`config.mk`:
```
export PLATFORM = sky130hd
export DESIGN_NAME = cmd_rx
export DESIGN_NICKNAME = d
export VERILOG_FILES = /design/src/rtl/cmd_rx_pkg.sv /design/src/rtl/cmd_rx.sv
export SDC_FILE = /design/constraint.sdc
export NUM_CORES = 1
export LEC_CHECK = 0
export CAP_MARGIN = 20
export CORE_ASPECT_RATIO = 1.25
export CORE_MARGIN = 4
export CORE_UTILIZATION = 53
export CTS_CLUSTER_SIZE = 12
export DETAILED_ROUTE_END_ITERATION = 7
export GPL_TIMING_DRIVEN = 0
export PLACE_DENSITY = 0.83
export SETUP_SLACK_MARGIN = 0.2
export SYNTH_ARGS = -nofsm -noshare
export SYNTH_HDL_FRONTEND = slang
export SYNTH_SLANG_ARGS = --single-unit
```
`constraint.sdc`:
```
create_clock -name clk -period 2.2 [get_ports clk]
set_input_delay 0.33 -clock clk [delete_from_list [all_inputs] [get_ports clk]]
set_output_delay 0.33 -clock clk [all_outputs]
set_load 0.01 [all_outputs]
```
`src/rtl/cmd_rx_pkg.sv`:
```
// Shared definitions for the UART command receiver and its control-side consumers.
package cmd_rx_pkg;

    // Bit-level receive FSM encoding
    typedef enum logic [1:0] {
        ST_IDLE  = 2'd0,
        ST_START = 2'd1,
        ST_DATA  = 2'd2,
        ST_STOP  = 2'd3
    } bit_state_t;

    // Index of the final byte of a three-byte command frame
    localparam int unsigned BYTE_IDX_LAST = 2;

    // Command field positions within cfg_data
    localparam int unsigned OP_MSB   = 19;
    localparam int unsigned OP_LSB   = 18;
    localparam int unsigned ADDR_MSB = 17;
    localparam int unsigned ADDR_LSB = 16;
    localparam int unsigned DATA_MSB = 13;
    localparam int unsigned DATA_LSB = 0;

    // Field extractors for the control FSM
    function automatic logic [1:0] cmd_op(input logic [23:0] frame);
        return frame[OP_MSB:OP_LSB];
    endfunction

    function automatic logic [1:0] cmd_addr(input logic [23:0] frame);
        return frame[ADDR_MSB:ADDR_LSB];
    endfunction

    function automatic logic [13:0] cmd_data(input logic [23:0] frame);
        return frame[DATA_MSB:DATA_LSB];
    endfunction

endpackage

```
`src/rtl/cmd_rx.sv`:
```
// UART 8N1 receiver that assembles three bytes into a 24-bit command frame,
// with overrun, framing-error and inter-byte timeout handling.
module cmd_rx
    import cmd_rx_pkg::*;
#(
    parameter int unsigned BAUD_DIV = 1302,
    parameter int unsigned TO_BITS  = 20
) (
    input  logic        clk,
    input  logic        rst_n,
    input  logic        rx,
    input  logic        clr_rdy,
    output logic [23:0] cfg_data,
    output logic        frm_rdy,
    output logic        ovr,
    output logic        frm_err
);

    localparam int unsigned BAUD_W   = $clog2(BAUD_DIV + 1);
    localparam int unsigned TO_LIMIT = TO_BITS * BAUD_DIV;
    localparam int unsigned TO_W     = $clog2(TO_LIMIT + 1);

    logic              rx_meta;
    logic              rx_s;
    bit_state_t        state;
    logic [BAUD_W-1:0] baud_cnt;
    logic [2:0]        bit_cnt;
    logic [7:0]        shift_reg;
    logic [1:0]        byte_idx;
    logic [15:0]       shadow;
    logic [TO_W-1:0]   to_cnt;
    logic              baud_exp_c;

    // Bit period expires on the last cycle of a loaded count
    assign baud_exp_c = (baud_cnt == BAUD_W'(1));

    // Two-flop synchronizer, idle-high reset value
    always_ff @(posedge clk or negedge rst_n) begin
        if (!rst_n) begin
            rx_meta <= 1'b1;
            rx_s    <= 1'b1;
        end else begin
            rx_meta <= rx;
            rx_s    <= rx_meta;
        end
    end

    // Bit FSM, byte assembly, frame handoff, timeout and error reporting
    always_ff @(posedge clk or negedge rst_n) begin
        if (!rst_n) begin
            state     <= ST_IDLE;
            baud_cnt  <= '0;
            bit_cnt   <= '0;
            shift_reg <= '0;
            byte_idx  <= '0;
            shadow    <= '0;
            to_cnt    <= '0;
            cfg_data  <= '0;
            frm_rdy   <= 1'b0;
            ovr       <= 1'b0;
            frm_err   <= 1'b0;
        end else begin
            frm_err <= 1'b0;
            // Acknowledge; a coincident frame completion below overrides it
            if (clr_rdy) begin
                frm_rdy <= 1'b0;
                ovr     <= 1'b0;
            end
            case (state)
                ST_IDLE: begin
                    if (!rx_s) begin
                        baud_cnt <= BAUD_W'(BAUD_DIV / 2);
                        to_cnt   <= '0;
                        state    <= ST_START;
                    end else if (byte_idx != 2'd0) begin
                        if (to_cnt == TO_W'(TO_LIMIT - 1)) begin
                            to_cnt   <= '0;
                            byte_idx <= 2'd0;
                            frm_err  <= 1'b1;
                        end else begin
                            to_cnt <= to_cnt + TO_W'(1);
                        end
                    end else begin
                        to_cnt <= '0;
                    end
                end
                ST_START: begin
                    if (baud_exp_c) begin
                        if (!rx_s) begin
                            baud_cnt <= BAUD_W'(BAUD_DIV);
                            bit_cnt  <= 3'd0;
                            state    <= ST_DATA;
                        end else begin
                            state <= ST_IDLE;
                        end
                    end else begin
                        baud_cnt <= baud_cnt - BAUD_W'(1);
                    end
                end
                ST_DATA: begin
                    if (baud_exp_c) begin
                        shift_reg <= {rx_s, shift_reg[7:1]};
                        baud_cnt  <= BAUD_W'(BAUD_DIV);
                        if (bit_cnt == 3'd7) begin
                            state <= ST_STOP;
                        end else begin
                            bit_cnt <= bit_cnt + 3'd1;
                        end
                    end else begin
                        baud_cnt <= baud_cnt - BAUD_W'(1);
                    end
                end
                ST_STOP: begin
                    if (baud_exp_c) begin
                        state <= ST_IDLE;
                        if (rx_s) begin
                            if (byte_idx == 2'(BYTE_IDX_LAST)) begin
                                cfg_data <= {shadow, shift_reg};
                                frm_rdy  <= 1'b1;
                                byte_idx <= 2'd0;
                                if (frm_rdy && !clr_rdy) begin
                                    ovr <= 1'b1;
                                end
                            end else begin
                                if (byte_idx == 2'd0) begin
                                    shadow[15:8] <= shift_reg;
                                end else begin
                                    shadow[7:0] <= shift_reg;
                                end
                                byte_idx <= byte_idx + 2'd1;
                            end
                        end else begin
                            frm_err  <= 1'b1;
                            byte_idx <= 2'd0;
                        end
                    end else begin
                        baud_cnt <= baud_cnt - BAUD_W'(1);
                    end
                end
                default: state <= ST_IDLE;
            endcase
        end
    end

endmodule

```
## Word-level counts from Yosys, hierarchy flattened

Cells that the tools add are included.

- Add/subtract/negate cells: 4
- Equality and inequality tests: 19
- Mux-type cells: 45
- Bitwise logic cells: 2
- Reductions and logical operators: 15

Operators by type and width:

| kind | number |
|---|---|
| two-way mux 11 bit | 5 |
| two-way mux 15 bit | 3 |
| case mux 11 bit (4 select lines) | 1 |
| AND reduction 5 bit | 5 |
| two-way mux 2 bit | 12 |
| inequality test 2 bit (second input constant) | 11 |
| two-way mux 1 bit | 16 |
| adder 15 x 1 -> 15 bit (second input constant) | 1 |
| == test 15 bit (second input constant) | 1 |
| two-way mux 3 bit | 4 |
| == test 11 x 1 -> 1 bit (second input constant) | 1 |
| subtractor 11 x 1 -> 11 bit (second input constant) | 1 |
| case mux 2 bit (4 select lines) | 1 |
| == test 2 bit (second input constant) | 3 |
| case mux 3 bit (2 select lines) | 1 |
| nonzero test 2 bit | 3 |
| zero test 2 bit | 2 |
| case mux 2 bit (2 select lines) | 1 |
| AND reduction 4 bit | 1 |
| adder 3 x 1 -> 3 bit (second input constant) | 1 |
| == test 3 bit (second input constant) | 1 |
| inequality test 3 bit (second input constant) | 1 |
| AND reduction 3 bit | 1 |
| adder 2 x 1 -> 2 bit (second input constant) | 1 |
| other kinds (6) | 7 |

- Register bits: 86
- Logic and storage cells: 99

## Depth between registers and ports, before layout

- Depth in word-level cells: 7
- Gate-level depth with buffers: 9

## Least setup slack after synthesis

OpenSTA, ideal clock, no wires.

- Path kind: reg-to-reg
- Start point: register baud_cnt[1]
- End point: register cfg_data[10]
- Setup time: 127 ps
- Data arrival time: 2224 ps
- Required time: 2073 ps
- Slack: -151 ps
- Stages on the path, launching flop included: 10
- Buffers on the path: 3
- Cell sequence: dfrtp_1 inv_1 ha_1 or3b_2 clkbuf_1 nor3_4 and3_1 buf_4 buf_6 mux2_1

- Word-level cells in the longest chain between the ends: 2

RTL lines:

| item | RTL line | text |
|---|---|---|
| start: declaration | cmd_rx.sv:26 | `logic [BAUD_W-1:0] baud_cnt;` |
| start signal: assignment | cmd_rx.sv:72 | `baud_cnt <= BAUD_W'(BAUD_DIV / 2);` |
| start signal: assignment | cmd_rx.sv:90 | `baud_cnt <= BAUD_W'(BAUD_DIV);` |
| start signal: assignment | cmd_rx.sv:97 | `baud_cnt <= baud_cnt - BAUD_W'(1);` |
| == test 11 x 1 -> 1 bit | cmd_rx.sv:35 | `assign baud_exp_c = (baud_cnt == BAUD_W'(1));` |
| AND reduction 4 bit (no line) | n/a |  |
| end signal: assignment | cmd_rx.sv:118 | `cfg_data <= {shadow, shift_reg};` |
| end: declaration | cmd_rx.sv:13 | `output logic [23:0] cfg_data,` |

Every way passes these cells.
A chain may end at the register's enable or synchronous reset.

## Final worst setup path

- Start point: register baud_cnt[1]
- End point: register cfg_data[11]

The elaborated chain is that of the path after synthesis.

==> flow_summary.toml <==
[sta]
worst_pin_slew_ps = 603
rsz0062_at_grt = "yes"
finClkSkew_ps = 11.5
slew_headroom = 0.598
setup_tns_ps = -811
hold_viol = 0
fin_ws_ps = -51.2
setup_viol = 25
min_period_over_period = 1.02
fmax_mhz = 444
period_needed_ps = 2250
drv_slew = 0

[drt]
ant_nets = 0
first_pass_iters = 6
drt_iter0_drc = 491
route.detailed.vias_per_inst = 6.50
num_vias = 3606
post-route-drc-count = 0
wirelength_um = 12100
drt-wirelength-per-cell_um = 21.9

[cts]
clk_latency_ps = 370
cts_tree = "built"
htree_levels = 3
cts_root_buf = "clkbuf_8"
cts_inserted_buffers = 9
clkTransAtPathRegs_ps = 80
clkSinkCount = 86
cts_buffer_depth = 2

[die]
ioPinCount = 31
die_area_mm2 = 0.00940
rows = 36
coreArea_mm2 = 0.00775
start_util = 0.541
die_y_um = 107
die_w_um = 87.5

[logic_synthesis]
yosysSeqAreaShare = 0.514
async_flop_share = 1.00
synth.distinct_cells = 66
synth.cell_area_mm2 = 0.00419
synthAdderAreaFrac = 0.0269
postSynthRegisterBits = 86
synth_top_flop_cell = "dfrtp_1"
synth_most_common_cell = "dfrtp_1"
synth_common_cells = "dfrtp_1, mux2_2, mux2_1, nand2_1"
synth.area.top_cells = "dfrtp_1, mux2_2, mux2_1"
synthMuxAreaShare = 0.144
synth_compound_area_frac = 0.129
netlist_instances = 354
synth_xor_area_frac = 0.00627
ys_warn_count = 0
yosysTopAreaCell = "dfrtp_1"
synth_top_family_by_area = "simple AND/OR/NAND/NOR gates"
synth_top_area_frac = 0.502
synth-edff-count = 0
synth_fp_nets = 367
synthSimpleGateAreaFrac = 0.146
avgSynthCellArea_um2 = 11.8

[worst_setup_path]
cp.required_ps = 2450
path_class = "reg -> reg"
path_max_fanout = 5
r2r_slack_ps = -50
startpoint_type = "flop"
cpPeakStageDelay_ps = 400
critPathCaptureType = "flop"
r2r_start = "baud_cnt[1]"
r2r_cells = 10
worstPathArrival_ps = 2500
path_cells = "inv_2 > ha_4 > or3b_4 > buf_8 > nor3_4 > and3_4 > buf_8 > buf_12 > buf_12 > mux2_4"
crit_path_top_delay_cell = "dfrtp_1"
r2r-end = "cfg_data[11]"

[min_path]
hold_class = "reg -> reg"
hold_end = "rx_s"
min_from = "rx_meta"
whs_path_depth = 0

[grt]
grt_pass1_vias = 3591
grt_first_pass_wirelength_um = 18600
grt_antenna_before_repair = 0
grt_usage = 0.258
grt_overflow_total = 0
grt_max_degree = 67

[place]
placed_cells = 480
dpl-instance-area_mm2 = 0.00471
finalWeightedCongestion = 0.939
io_buffers = 30
hpwl_um = 6250

[layout]
registers.top_by_ff_count = "cfg_data"
area_delta_synth_final_pct = 38.8
largest_reg_flops = 24
drive_above_1_share = 0.415
design_area_mm2 = 0.00582
reg.largest.list = "cfg_data (24), shadow (16), to_cnt (15)"
fin_cells = 555
n_antenna_cell = 0
nNetsFinal = 468

[outcome]
outcome = "complete, but fails checks"
violations = "negative setup slack"

[pwr]
static-leakage-power_nw = 2.64
peakVddDrop_mv = 0.466
p_per_area_mw_per_mm2 = 454

[run]
max-cap-violations = 0
## through the flow
stage	power (W)	hold slack (ps)	util	setup WS, ps
floorplan	0.00162	34.4	-	-103
global placement	0.00166	346	0.604	-2190
detailed placement	0.00166	244	0.608	-383
CTS	0.00264	359	0.706	-34.8
global route	0.00274	345	0.751	-94.9
finish	0.00264	359	0.751	-51.2
## how the worst max path moves through the flow
stage                 from      endpoint  slack, ps  cells past startpoint
2_1_floorplan  baud_cnt[1]  cfg_data[10]       -100                      9
3_3_place_gp         rst_n     shadow[8]      -2190                      1
3_5_place_dp   baud_cnt[1]   cfg_data[1]       -380                      9
4_1_cts        baud_cnt[6]   cfg_data[2]        -30                      7
5_1_grt        baud_cnt[1]   cfg_data[5]        -90                     10
6_report       baud_cnt[1]  cfg_data[11]        -50                     10
## power by group
group,internal [W],leakage (nW),switching [W]
clock network,0.000441,0.0796,0.000568
registers,0.00158,1.15,0.00000250
logic,0.0000116,1.41,0.0000340
total,0.00204,2.64,0.000605
## worst max-delay path, delay by kind of cell, from the launching register on
kind,cells,cell delay [ps]
and+or+nand+nor,3,740
buffers and inverters,5,560
DFF,1,400
muxes,1,300
adders and majority gates,1,120
## metal layers
| layer | share of wire | vias up | global-route usage |
|---|---|---|---|
| li1 | - | 1541 | - |
| met1 | 0.38 | 1780 | 0.313 |
| met2 | 0.52 | 225 | 0.429 |
| met3 | 0.061 | 60 | 0.0597 |
| met4 | 0.042 | 0 | 0.120 |
| met5 | 0 | - | 0 |
## area by class of cell
class                      instances  area [um2]
timing repair buffer              90         865
fill                             447        1930
multi-input combinational        237        2270
clock buffer                      13         149
tap                               95         119
sequential                        86        2160
clock inverter                     3        20.0
buffer                            16         178
inverter                          15        56.3
## cells in the final DEF (no fill, tap or decap), types with 3 or more instances in the layout
cell type	n
nand3_1	8
o21a_1	4
clkdlybuf4s50_1	29
nor3_1	11
or3_1	6
nand2b_1	4
nor4_1	6
o21ai_0	4
a22o_1	8
clkbuf_1	4
o22a_1	6
nor4_4	3
mux2i_1	5
buf_4	46
and3_1	3
dfrtp_2	5
nand4_1	7
dfrtp_1	79
nor3_4	3
nand2_1	15
mux2_4	24
buf_16	3
o211ai_1	4
buf_8	4
mux2_2	25
ha_1	6
inv_1	12
buf_6	13
clkbuf_8	11
nor2_1	10
buf_12	3
a21oi_1	6
o211a_1	3
## logic make-up (layout without fill, tap and decap cells)
logic type	count (synthesis)	after routing
compound gates	67	67
xor+xnor	3	3
simple gates	104	104
fa+ha+maj	9	9
mux	54	54
buf+inv	31	137
flops	86	86
## repair_timing
| item | 4_1_cts | 5_1_grt |
|---|---|---|
| pin swaps | 22 | 20 |
| gates cloned | 4 | 0 |
| endpoints found under the setup margin | 77 | 80 |
| endpoints found under the hold margin | 20 | 0 |
| resized for setup | 68 | 53 |
| hold buffers | 1 | 0 |
| buffers inserted | 33 | 21 |
Power figures use the tool's default switching activity.
